## config.mk

```make
export PLATFORM = sky130hd
export DESIGN_NAME = alu_seq_flat
export DESIGN_NICKNAME = d
export VERILOG_FILES = /design/src/rtl/alu_seq_if.sv /design/src/rtl/alu_seq.sv /design/src/flat_wrapper.sv
export SDC_FILE = /design/constraint.sdc
export NUM_CORES = 1
export LEC_CHECK = 0
export ABC_CLOCK_PERIOD_IN_PS = 4900
export BUFFER_PORTS_ARGS = -buffer_cell sky130_fd_sc_hd__clkbuf_2
export CORE_MARGIN = 1
export CORE_UTILIZATION = 55
export CTS_CLUSTER_DIAMETER = 200
export CTS_CLUSTER_SIZE = 20
export DETAILED_ROUTE_END_ITERATION = 10
export GPL_ROUTABILITY_DRIVEN = 1
export PLACE_DENSITY = 0.77
export SLEW_MARGIN = 20
export SYNTH_ARGS = -nofsm -noshare
export SYNTH_HDL_FRONTEND = slang
export SYNTH_SLANG_ARGS = --single-unit
```

## constraint.sdc

```tcl
create_clock -name clk -period 4.9 [get_ports clk]
set_input_delay 0.98 -clock clk [delete_from_list [all_inputs] [get_ports clk]]
set_output_delay 0.98 -clock clk [all_outputs]
set_load 0.005 [all_outputs]
```

## src/rtl/alu_seq_if.sv

```systemverilog
// alu_seq_if: operation/result handshake bundle for alu_seq
//   in_valid/in_ready       : operation handshake (producer -> ALU)
//   alu_input_a/b, opcode   : operands and operation code
//   out_valid/out_ready     : result handshake (ALU -> consumer)
//   alu_out, zero/carry/ovf : registered result and flags
//   busy                    : iterative shift in progress
interface alu_seq_if #(parameter int WIDTH = 8);
   logic             in_valid, in_ready, out_valid, out_ready;
   logic             zero, carry, overflow, busy;
   logic [WIDTH-1:0] alu_input_a, alu_input_b, alu_out;
   logic [2:0]       alu_opcode;
   modport master (
      output in_valid, alu_input_a, alu_input_b, alu_opcode, out_ready,
      input  in_ready, out_valid, alu_out, zero, carry, overflow, busy
   );
   modport slave (
      input  in_valid, alu_input_a, alu_input_b, alu_opcode, out_ready,
      output in_ready, out_valid, alu_out, zero, carry, overflow, busy
   );
endinterface

```

## src/rtl/alu_seq.sv

```systemverilog
// alu_seq: registered ALU with valid/ready handshakes and optional iterative shifter
//   clk   : rising-edge clock
//   reset : asynchronous active-high reset
//   bus   : alu_seq_if slave port carrying operands, opcode, result, flags, busy
module alu_seq #(
   parameter int WIDTH      = 8,
   parameter bit FAST_SHIFT = 1'b0
) (
   input logic      clk,
   input logic      reset,
   alu_seq_if.slave bus
);
   localparam int CW = $clog2(WIDTH + 1);
   typedef enum logic [1:0] {IDLE, SHIFT, DONE} state_t;
   state_t           state_q, state_d;
   logic [WIDTH-1:0] res_q, res_d, work_q, work_d;
   logic [CW-1:0]    cnt_q, cnt_d;
   logic             carry_q, carry_d, ovf_q, ovf_d, dir_q, dir_d;
   logic [WIDTH-1:0] a, b, alu_r, work_nx;
   logic [WIDTH:0]   sum;
   logic [CW-1:0]    k;
   logic [2:0]       op;
   logic             accept, ovf, is_shift, flag_en;
   assign a        = bus.alu_input_a;
   assign b        = bus.alu_input_b;
   assign op       = bus.alu_opcode;
   assign sum      = {1'b0, a} + {1'b0, b};
   assign ovf      = (a[WIDTH-1] == b[WIDTH-1]) && (sum[WIDTH-1] != a[WIDTH-1]);
   // Shift amounts of WIDTH or more saturate at WIDTH, which shifts everything out
   assign k        = (b >= WIDTH'(WIDTH)) ? CW'(WIDTH) : b[CW-1:0];
   assign is_shift = op[2] & ~op[1];
   assign flag_en  = (op == 3'b001) || (op == 3'b111);
   assign accept   = bus.in_valid && bus.in_ready;
   assign work_nx  = dir_q ? work_q >> 1 : work_q << 1;
   always_comb begin
      alu_r = '0;
      case (op)
         3'b000: alu_r = a & b;
         3'b001: alu_r = sum[WIDTH-1:0];
         3'b010: alu_r = a ^ b;
         3'b011: alu_r = {{(WIDTH-1){1'b0}}, a < b};
         3'b100: alu_r = a << k;
         3'b101: alu_r = a >> k;
         3'b110: alu_r = {{(WIDTH-1){1'b0}}, a != b};
         3'b111: alu_r = {{(WIDTH-1){1'b0}}, ovf};
      endcase
   end
   always_comb begin
      state_d = state_q;
      res_d   = res_q;
      carry_d = carry_q;
      ovf_d   = ovf_q;
      work_d  = work_q;
      cnt_d   = cnt_q;
      dir_d   = dir_q;
      if (state_q == SHIFT) begin
         work_d = work_nx;
         cnt_d  = cnt_q - CW'(1);
         if (cnt_q == CW'(1)) begin
            res_d   = work_nx;
            carry_d = 1'b0;
            ovf_d   = 1'b0;
            state_d = DONE;
         end
      end else if (accept) begin
         // Accept is possible from IDLE or from DONE while the result is consumed
         if (is_shift && !FAST_SHIFT && k != '0) begin
            work_d  = a;
            cnt_d   = k;
            dir_d   = op[0];
            state_d = SHIFT;
         end else begin
            res_d   = alu_r;
            carry_d = flag_en & sum[WIDTH];
            ovf_d   = flag_en & ovf;
            state_d = DONE;
         end
      end else if (state_q == DONE && bus.out_ready) begin
         state_d = IDLE;
      end
   end
   always_ff @(posedge clk or posedge reset) begin
      if (reset) begin
         state_q <= IDLE;
         res_q   <= '0;
         work_q  <= '0;
         cnt_q   <= '0;
         carry_q <= 1'b0;
         ovf_q   <= 1'b0;
         dir_q   <= 1'b0;
      end else begin
         state_q <= state_d;
         res_q   <= res_d;
         work_q  <= work_d;
         cnt_q   <= cnt_d;
         carry_q <= carry_d;
         ovf_q   <= ovf_d;
         dir_q   <= dir_d;
      end
   end
   assign bus.in_ready  = (state_q == IDLE) || (state_q == DONE && bus.out_ready);
   assign bus.out_valid = (state_q == DONE);
   assign bus.busy      = (state_q == SHIFT);
   assign bus.alu_out   = res_q;
   // zero is qualified by out_valid so it reads 0 out of reset
   assign bus.zero      = (state_q == DONE) && (res_q == '0);
   assign bus.carry     = carry_q;
   assign bus.overflow  = ovf_q;
endmodule

```

## src/flat_wrapper.sv

```systemverilog
// flat-port wrapper written by rule: the top's interface ports become plain ports
module alu_seq_flat 
#(
   parameter int WIDTH      = 8,
   parameter bit FAST_SHIFT = 1'b0
)
  (clk, reset, bus_in_valid, bus_alu_input_a, bus_alu_input_b, bus_alu_opcode, bus_out_ready, bus_in_ready, bus_out_valid, bus_alu_out, bus_zero, bus_carry, bus_overflow, bus_busy);
  alu_seq_if #(.WIDTH(WIDTH)) bus_i ();
  input logic clk;
  input logic reset;
  input wire logic [$bits(bus_i.in_valid)-1:0] bus_in_valid;
  input wire logic [$bits(bus_i.alu_input_a)-1:0] bus_alu_input_a;
  input wire logic [$bits(bus_i.alu_input_b)-1:0] bus_alu_input_b;
  input wire logic [$bits(bus_i.alu_opcode)-1:0] bus_alu_opcode;
  input wire logic [$bits(bus_i.out_ready)-1:0] bus_out_ready;
  output wire logic [$bits(bus_i.in_ready)-1:0] bus_in_ready;
  output wire logic [$bits(bus_i.out_valid)-1:0] bus_out_valid;
  output wire logic [$bits(bus_i.alu_out)-1:0] bus_alu_out;
  output wire logic [$bits(bus_i.zero)-1:0] bus_zero;
  output wire logic [$bits(bus_i.carry)-1:0] bus_carry;
  output wire logic [$bits(bus_i.overflow)-1:0] bus_overflow;
  output wire logic [$bits(bus_i.busy)-1:0] bus_busy;
  assign bus_i.in_valid = bus_in_valid;
  assign bus_i.alu_input_a = bus_alu_input_a;
  assign bus_i.alu_input_b = bus_alu_input_b;
  assign bus_i.alu_opcode = bus_alu_opcode;
  assign bus_i.out_ready = bus_out_ready;
  assign bus_in_ready = bus_i.in_ready;
  assign bus_out_valid = bus_i.out_valid;
  assign bus_alu_out = bus_i.alu_out;
  assign bus_zero = bus_i.zero;
  assign bus_carry = bus_i.carry;
  assign bus_overflow = bus_i.overflow;
  assign bus_busy = bus_i.busy;
  alu_seq #(.WIDTH(WIDTH), .FAST_SHIFT(FAST_SHIFT)) u_core (.clk(clk), .reset(reset), .bus(bus_i));
endmodule
```

# Word level (Yosys, flattened, before mapping)
# Cells that the tools add are included.
# totals
wordCells	78
out_inout_bits	14
reg_bits	25
inputBits	23
# op_classes
addsub	2
n_reduce_logical	18
n_mux	25
shift	2
bitwise	7
eq_ne	15
magnitude_cmp	2
# op_table
cell	n
$mux W8	8
$pmux W8 S8	1
$mux W4	4
$eq A3 B3 Y1 const B	4
$mux W2	5
$add A8 B8 Y9	1
$and A8 B8 Y8	1
$ge A8 B4 Y1 const B	1
$logic_not A8 Y1	1
$lt A8 B8 Y1	1
$ne A8 B8 Y1	1
$shl A8 B4 Y8	1
$shr A8 B4 Y8	1
$xor A8 B8 Y8	1
$mux W1	7
$eq A3 B2 Y1 const B	2
$reduce_and A3 Y1	2
$logic_and A1 B1 Y1	5
$eq A4 B1 Y1 const B	1
$reduce_and A2 Y1	2
$reduce_bool A2 Y1	2
$reduce_bool A4 Y1	1
$sub A4 B1 Y4 const B	1
$and A1 B1 Y1	3
other kinds (12)	14

# Longest topological paths before layout
# Gate-level depths: netlist of run 1.
# logic_depth
ltp_word	7
ltp_mapped	10

# Least setup slack after synthesis of run 1
# No wires, ideal clock.
# synth_path
path_type	input port to flip-flop
from	in bus_alu_input_b[2]
to	reg u_core.res_q[6], in the netlist u_core.bus.alu_out[6]
path_slack_ps	2011
cell_stages	10
n_path_buf	2
arrival_time_ps	2750
required_time_ps	4761
path_cell_list	clkbuf_1 inv_1 ha_1 clkbuf_1 inv_1 a211o_1 a21oi_1 mux2i_1 nor3_1 a31oi_1
# synth_via
elab_chain_cells	7
word_cells_on_any_way	13
classes_between	add/sub (1); order compare (1); eq/ne (1); shift (2); mux (5); reduce/logical (3)
# synth_lines
element	line	source
start, declared	flat_wrapper.sv:13	input wire logic [$bits(bus_i.alu_input_b)-1:0] bus_alu_input_b;
$ge A8 B4 Y1	alu_seq.sv:30	assign k = (b >= WIDTH'(WIDTH)) ? CW'(WIDTH) : b[CW-1:0];
$mux W4	alu_seq.sv:30	
$shr A8 B4 Y8 / $shl A8 B4 Y8 (equally long branches)	alu_seq.sv:43, alu_seq.sv:42	
$pmux W8 S8	alu_seq.sv:37	case (op)
$mux W8	alu_seq.sv:67	if (is_shift && !FAST_SHIFT && k != '0) begin
$mux W8	alu_seq.sv:65	end else if (accept) begin
$mux W8	alu_seq.sv:56	if (state_q == SHIFT) begin
end signal, assigned	alu_seq.sv:93	res_q <= res_d;
end, declared	alu_seq.sv:16	logic [WIDTH-1:0] res_q, res_d, work_q, work_d;
# Several ways; a longest one is shown, not always the timed one. The select of a mux whose other input is x is not followed.
# A chain may end at the register's enable or synchronous reset.

# Final worst setup path of run 1
# layout_path
from	reg u_core.state_q[1]
to	out bus_busy
# layout_via
elab_chain_cells	1
# layout_lines
element	line	source
start, declared	alu_seq.sv:15	state_t state_q, state_d;
start signal, assigned	alu_seq.sv:92	state_q <= state_d;
$eq A2 B1 Y1	alu_seq.sv:103	assign bus.busy = (state_q == SHIFT);
end, declared	flat_wrapper.sv:22	output wire logic [$bits(bus_i.busy)-1:0] bus_busy;
# Every way passes these cells.

==> results of run 1 <==
## synth_stat cells (3+ instances only)
cell / number
a211oi_1: 3
clkbuf_1: 18
dfrtp_1: 25
mux2_2: 6
o221ai_1: 5
xor2_1: 3
nor3_1: 10
inv_1: 27
a21oi_1: 39
mux2i_1: 6
o21ai_0: 33
a221oi_1: 3
a311oi_1: 3
nand4_1: 5
nand3_1: 15
xnor2_1: 3
and2_1: 3
and3_1: 10
nor2b_1: 5
a31oi_1: 9
nor4_1: 3
nor3b_1: 3
nor2_1: 24
nand2_1: 37
or4_1: 4
ha_1: 18
a2bb2oi_1: 3
nand2b_1: 4
a211o_1: 3
## power by group through the flow
stage / clock, W / sequential (W) / combinational (W)
global placement: 0 / 0.000398 / 0.000632
global route: 0.000129 / 0.000412 / 0.000725
floorplan: 0 / 0.000368 / 0.000476
CTS: 0.000122 / 0.000398 / 0.000648
detailed placement: 0 / 0.000402 / 0.000643
finish: 0.000123 / 0.000399 / 0.000663
## registers in the layout (all words and copies together) (netlist names)
register	cells
u_core.bus.alu_out	8
u_core.work_q	8
u_core.cnt_q	4
u_core.state_q	2
u_core.bus.carry	1
u_core.bus.overflow	1
u_core.dir_q	1
## through the flow
step                      power [W]  hold slack [ns]  instance area [sq um]  util [%]  instances
after floorplan           0.0008440           0.4520                   2703         -        367
after global placement     0.001030           0.4774                   2898     61.35        451
after detailed placement   0.001045           0.4862                   2898     61.35        451
after CTS                  0.001168           0.5062                   2943     62.30        455
after global routing       0.001266           0.5310                   2943     62.30        455
final                      0.001184           0.5040                   2943     62.30        455
## kinds of logic after synthesis
kind of cell | Yosys count | share of synthesized area (%)
adders and majority gates | 19 | 9.074
muxes | 12 | 4.722
xor gates and xnor gates | 6 | 1.945
and+or+nand+nor | 133 | 25.14
AOI/OAI and AO/OA | 125 | 29.40
DFF | 25 | 23.15
buffers and inverters | 47 | 6.574
## worst max-delay path: cells and delay by family, from the launching register on
| kind | cells | cell delay [ns] |
|---|---|---|
| DFF | 1 | 0.45 |
| buffers and inverters | 2 | 0.70 |
| and+or+nand+nor | 1 | 0.66 |
## path summary, 6_finish.rpt
| kind | from | endpoint | slack [ns] |
|---|---|---|---|
| setup / recovery | u_core.state_q[1] | bus_busy | 1.84 |
| setup reg to reg | u_core.state_q[1] | u_core.bus.alu_out[2] | 2.25 |
| hold / removal | u_core.bus.overflow | u_core.bus.overflow | 0.50 |
| min in group asynchronous | reset | u_core.dir_q | 0.76 |
| hold reg to reg | u_core.bus.overflow | u_core.bus.overflow | 0.50 |
| max in group asynchronous | reset | u_core.cnt_q[1] | 3.72 |
## metal layers
layer  vias to the layer above  track usage [%]  wire length [um]
li1                       1398                -                 -
met5                         -                0                 0
met3                        47            2.361               849
met4                         0            15.03               471
met1                      1413            48.09              3719
met2                       205            55.56              3858
## area by class of cell
type / instances / share of cell area (%)
clock buffer: 4 / 1.531
inverter: 27 / 3.444
multi-input combinational: 295 / 64.54
sequential: 25 / 21.26
tap: 67 / 2.849
timing repair buffer: 37 / 6.378
==> summary.txt, run 1 <==
Pwr
  • Combinational power share: between 50% and 60%
  • Pint: 0.0006341 W
  • Net Switching: 0.0005503 W
  • PwrDens: 402.5 nW/um^2
  • Switching portion of total power: 46.46%
  • Leak: 1.315 nW
  • Clock share of power: 10.3%
  • Max VDD drop: 0.0001810 V
  • Seq pwr share: 33.7%

CTS
  • CTS tree: built
  • Clk sink count: 25
  • CTS max path bufs: 2
  • CTS Root Cell: clkbuf_8
  • CTS clk-pin slew, worst paths: 0.09 ns
  • Cts bufs inserted: 3
  • Clock latency on the worst-skew pair: 0.27 ns
  • Post-CTS Hold Buffers: 0
  • Post-CTS Resized: 0
  • H-tree depth: 1
  • Post-CTS Setup Bufs: 0

Timing
  • Final Hold Viols: 0
  • Actual slew at the worst max-slew pin: 0.9922 ns
  • RSZ-0062 raised after global routing: no
  • Slew Viols, Final: 0
  • Final setup viols: 0
  • Final Cycle Share: a little over three fifths
  • Skew final: 0.006837 ns
  • Fmax achieved: about 0.33 GHz
  • Setup TNS: 0 ns
  • Relative slew slack: 33.85%
  • Fin crit period: 3.061 ns
  • Final WS setup: 1.839 ns

Floorplanning
  • Starting Density: 57.22%
  • Die area: 5198 sq um
  • Die X-Extent: 72.10 um
  • Cell Rows: 25
  • Core Area: 4723 sq um
  • Die height: between 70 and 80 um
  • Ports: 37

Global route
  • GRT Util Overall: around a third
  • Vias in the first global route: 2657
  • GR Overflow Total: 0
  • First-pass GRT wire length: 13800 um
  • Antenna violations before repair: 0
  • Largest net degree at the start of global routing: 26

Setup path
  • Crit path arrival time: about 2.1 ns
  • Worst setup EP type: output port
  • Worst-case reg-to-reg path depth: 7
  • Critical path, cell by cell: nand2b_1, inv_1, clkbuf_2
  • CP max FO: 24
  • Crit-path slowest cell: nand2b_1
  • Delay of the slowest critical-path stage: 0.66 ns
  • Critical Path RT: just under 4 ns
  • Worst setup path class: flip-flop to output port
  • Startpoint Class: flip-flop

Min path
  • WHS Path Cells: 1
  • Min-Delay Path Class: flip-flop to flip-flop

Routing
  • Vias per cell: 6.732
  • Routed Antenna Nets: 0
  • 1st-iter DRT viols: 361
  • Residual DRC count: 0
  • Drt wl/cell: around 20 um
  • Routed vias: 3063
  • Final wirelength: 8899 um
  • Router iterations before antenna repair: 7

Placement
  • Gpl congestion: 0.9813
  • DP HPWL: 6884 um
  • IO buf count: 36
  • Place WS: around 1.7 ns

Finish
  • Register Area: 625.6 sq um
  • Fill cell count: about 440
  • Antenna Cells: 0
  • Fraction of layout instances using a drive strength above 1: between 10 and 15%
  • Most frequent cells in the layout: a21oi_1, nand2_1, clkbuf_2
  • Nets: 431
  • Area Growth Syn to Fin: 8.889%
  • Multi-input combinational cell area: roughly 1900 sq um
  • Commonest non-fill, non-tap cell in the layout: a21oi_1

Synthesis
  • Netlist cell types: 59
  • Area contributors post-synth: dfrtp_1, ha_1, a21oi_1
  • Top_reg_cell synth: dfrtp_1
  • Cells after synthesis: 367
  • Number of synthesized flops with an enable pin: 0
  • Post-synthesis async set-or-reset flop share: 100.0%
  • Largest area contributor in the netlist: dfrtp_1
  • Yosys top cell area share: a little under a quarter
  • Ys Warns: 0
  • Seq cells post-synth: 25
  • Post-Syn Area: approximately 2700 sq um
  • Register area share after synthesis: 23.15%
  • Mapped Avg Cell Area: 7.364 sq um
  • Post-Syn Nets: 409

Status
  • Status: complete, no violations

Job
  • MaxCap Viol Count: 0
No activity file was read; power rests on OpenSTA's default activity.
==> inputs of run 2 (changes only) <==
--- a/config.mk
+++ b/config.mk
@@ -5,10 +5,11 @@
 export SDC_FILE = /design/constraint.sdc
 export NUM_CORES = 1
 export LEC_CHECK = 0
-export ABC_CLOCK_PERIOD_IN_PS = 4900
+export ABC_AREA = 1
+export ABC_CLOCK_PERIOD_IN_PS = 2800
 export BUFFER_PORTS_ARGS = -buffer_cell sky130_fd_sc_hd__clkbuf_2
 export CORE_MARGIN = 1
-export CORE_UTILIZATION = 55
+export CORE_UTILIZATION = 53
 export CTS_CLUSTER_DIAMETER = 200
 export CTS_CLUSTER_SIZE = 20
 export DETAILED_ROUTE_END_ITERATION = 10
==> constraint.sdc (replaced) <==
create_clock -name clk -period 2.8 [get_ports clk]
set_input_delay 0.56 -clock clk [delete_from_list [all_inputs] [get_ports clk]]
set_output_delay 0.56 -clock clk [all_outputs]
set_load 0.005 [all_outputs]
==> summary.txt, run 2 <==
Synthesis
  • Mapped Avg Cell Area: 6.373 sq um (was 7.364 sq um)
  • Netlist cell types: 36 (was 59)
  • Top_reg_cell synth: dfrtp_1 (unchanged)
  • Post-Syn Area: 2715 sq um (was 2703 sq um)
  • Number of synthesized flops with an enable pin: 0 (unchanged)
  • Cells after synthesis: 426 (was 367)
  • Area contributors post-synth: dfrtp_1, nand2_1, nand3_1 (was dfrtp_1, ha_1, a21oi_1)
  • Seq cells post-synth: 25 (unchanged)
  • Ys Warns: 0 (unchanged)
  • Post-synthesis async set-or-reset flop share: 100.0% (unchanged)
  • List of most frequent post-synthesis cells: nand2_1, nand3_1, inv_1 (was a21oi_1, nand2_1, o21ai_0)
  • Post-Syn Nets: 468 (was 409)
  • Most common cell in the netlist: nand2_1 (was a21oi_1)
  • Yosys top cell area share: 23.04% (was 23.15%)
  • Register area share after synthesis: 23.04% (was 23.15%)
  • Largest area contributor in the netlist: dfrtp_1 (unchanged)

Pwr
  • Seq pwr share: 34.7% (was 33.7%)
  • Max VDD drop: 0.0004489 V (was 0.0001810 V)
  • Pint: 0.001017 W (was 0.0006341 W)
  • Leak: 1.558 nW (was 1.315 nW)
  • Tot Pwr: 0.001903 W (was 0.001184 W)
  • Switching portion of total power: 46.58% (was 46.46%)
  • Clock share of power: 11.2% (was 10.3%)
  • PwrDens: 637.2 nW/um^2 (was 402.5 nW/um^2)
  • Combinational power share: 54.1% (was 56.0%)
  • Net Switching: 0.0008865 W (was 0.0005503 W)

Routing
  • Routed Antenna Nets: 0 (unchanged)
  • Residual DRC count: 0 (unchanged)
  • Drt wl/cell: 15.07 um (was 19.56 um)
  • Routed vias: 2957 (was 3063)
  • Final wirelength: 7910 um (was 8899 um)
  • 1st-iter DRT viols: 422 (was 361)
  • Vias per cell: 5.632 (was 6.732)
  • Router iterations before antenna repair: 5 (was 7)

Finish
  • Fill cell count: 471 (was 444)
  • Commonest non-fill, non-tap cell in the layout: nand2_1 (was a21oi_1)
  • Finished Cell Area: 2987 sq um (was 2943 sq um)
  • Nets: 501 (was 431)
  • Antenna Cells: 0 (unchanged)
  • Most frequent cells in the layout: nand2_1, nand3_1, inv_1 (was a21oi_1, nand2_1, clkbuf_2)
  • Core Util, Final: 62.00% (was 62.30%)
  • Fraction of layout instances using a drive strength above 1: 16.59% (was 13.66%)
  • Area Growth Syn to Fin: 10.00% (was 8.889%)

Setup path
  • CP max FO: 5 (was 24)
  • Most common cell on crit path: nand2_1
  • Worst setup path class: input pin to flip-flop (was flip-flop to output port)
  • Crit path arrival time: 2.23 ns (was 2.08 ns)
  • Startpoint Class: input pin (was flip-flop)
  • Delay of the slowest critical-path stage: 0.37 ns (was 0.66 ns)
  • Worst-case reg-to-reg path depth: 9 (was 7)
  • Crit path from: bus_alu_input_b[3] (was u_core.state_q[1])
  • Crit Reg-Reg Endpoint: u_core.cnt_q[3] (was u_core.bus.alu_out[2])
  • Critical path, cell by cell: clkbuf_2, inv_2, ha_1, inv_1, a21oi_1, o31ai_1, nand2_1, nand2_1, o21ai_0, inv_1, nand3_1, nand2_1, a21boi_1 (was nand2b_1, inv_1, clkbuf_2)
  • Crit-path slowest cell: ha_1 (was nand2b_1)
  • CP endpoint: u_core.bus.alu_out[4] (was bus_busy)
  • R2R Setup Slk: 0.82 ns (was 2.25 ns)
  • Reg2Reg Launch Point: u_core.state_q[0] (was u_core.state_q[1])
  • Worst setup EP type: flip-flop (was output port)
  • Critical Path RT: 3.00 ns (was 3.92 ns)

Timing
  • Setup TNS: 0 ns (unchanged)
  • Relative slew slack: 35.20% (was 33.85%)
  • Final setup viols: 0 (unchanged)
  • Fmax achieved: 0.4928 GHz
  • Final Cycle Share: between 70% and 80%
  • Actual slew at the worst max-slew pin: 0.9710 ns (was 0.9922 ns)
  • Skew final: 0.005885 ns (was 0.006837 ns)
  • RSZ-0062 raised after global routing: no (unchanged)
  • Fin crit period: 2.029 ns
  • Final Hold Viols: 0 (unchanged)
  • Slew Viols, Final: 0 (unchanged)

Global route
  • Antenna violations before repair: 0 (unchanged)
  • GRT Util Overall: 31.33% (was 34.64%)
  • Vias in the first global route: 2654 (was 2657)
  • GR Overflow Total: 0 (unchanged)
  • First-pass GRT wire length: 12920 um (was 13800 um)
  • Largest net degree at the start of global routing: 26 (unchanged)

CTS
  • Post-CTS Hold Buffers: 0 (unchanged)
  • Clk sink count: 25 (unchanged)
  • Post-CTS Setup Bufs: 0 (unchanged)
  • Clock latency on the worst-skew pair: 0.27 ns (about the same)
  • Cts bufs inserted: 3 (unchanged)
  • H-tree depth: 1 (unchanged)
  • CTS Root Cell: clkbuf_8 (unchanged)
  • Post-CTS Resized: 0 (unchanged)
  • CTS tree: built (unchanged)
  • CTS clk-pin slew, worst paths: 0.09 ns (about the same)
  • CTS max path bufs: 2 (unchanged)

Floorplanning
  • Die height: 73.58 um (was 72.10 um)
  • Starting Density: 56.36% (was 57.22%)
  • Ports: 37 (unchanged)
  • Die area: 5413 sq um (was 5198 sq um)
  • Core Area: 4817 sq um (was 4723 sq um)
  • Cell Rows: 25 (unchanged)
  • Die X-Extent: 73.58 um (was 72.10 um)

Status
  • Status: complete, no violations (unchanged)

Min path
  • Min-Delay Path Class: input pin to async pin (was flip-flop to flip-flop)

Placement
  • Gpl congestion: 0.9755 (was 0.9813)
  • Post-DP Area: 2940 sq um (was 2898 sq um)
  • IO buf count: 36 (unchanged)
  • DP HPWL: 6231 um (was 6884 um)

Job
  • MaxCap Viol Count: 0 (unchanged)
run 2: cell count changes in the layout (fill, tap and decap cells not counted), moves of 7 or more:
cell	change
nor2_4	+7
nand3_1	+51
inv_2	+10
inv_1	+32
and3_1	-10
nor3_1	-7
nand2_1	+52
nor2_1	+8
a21oi_1	-10
run 2: cell families after synthesis:
logic type | after synthesis | synth area share (%)
xor+xnor | 2 | 0.6453
buf+inv | 79 | 11.52
fa+ha+maj | 19 | 9.032
simple gates | 215 | 37.65
compound gates | 86 | 18.11
flops | 25 | 23.04
run 2: worst min-delay path by stage:
stage / start / endpoint / slack [ns] / cells after the start
after floorplan: u_core.work_q[0] / u_core.work_q[0] / 0.47 / 2
after global placement: u_core.bus.carry / u_core.bus.carry / 0.49 / 2
after detailed placement: u_core.bus.carry / u_core.bus.carry / 0.49 / 2
after CTS: reset / u_core.bus.alu_out[0] / 0.50 / 2
after global routing: u_core.bus.carry / u_core.bus.carry / 0.54 / 2
final: reset / u_core.bus.alu_out[1] / 0.48 / 2
run 2: power by group through the flow:
| stage | sequential [W] | clock [W] | combinational [W] |
|---|---|---|---|
| 2_1_floorplan | 0.000634 | 0 | 0.000722 |
| 3_3_place_gp | 0.000660 | 0 | 0.000981 |
| 3_5_place_dp | 0.000663 | 0 | 0.000999 |
| 4_1_cts | 0.000655 | 0.000216 | 0.00101 |
| 5_1_grt | 0.000681 | 0.000231 | 0.00116 |
| 6_report | 0.000660 | 0.000213 | 0.00103 |
run 2: layout make-up:
cell class	count	area (sq um)	area share [%]
multi-input cells	322	1777	59.49
flip-flops and latches	25	625.6	20.95
inverters	69	259.0	8.672
repair buffers	38	195.2	6.535
well taps	67	83.83	2.807
clock buffers	3	41.29	1.382
clock inverters	1	5.005	0.1676
run 2: per-layer routing:
metal / vias up / wire length (um) / track usage (%)
met4: 0 / 202 / 7.479
met3: 14 / 649 / 4.390
li1: 1466 / - / -
met5: - / 0 / 0
met2: 148 / 3412 / 45.77
met1: 1329 / 3645 / 48.28
run 2: critical path: cells and delay by family:
family / cells / cell delay (ns)
buf+inv: 4 / 0.37
compound gates: 4 / 0.67
fa+ha+maj: 1 / 0.37
simple gates: 4 / 0.26
run 2: per-stage QoR:
step           hold WS, ns  setup WS (ns)  instances
6_report            0.4818         0.7707        525
5_1_grt             0.5368         0.5772        525
4_1_cts             0.5043         0.8264        525
3_5_place_dp        0.4900         0.5489        521
3_3_place_gp        0.4914         0.5972        521
2_1_floorplan       0.4704         0.8294        426
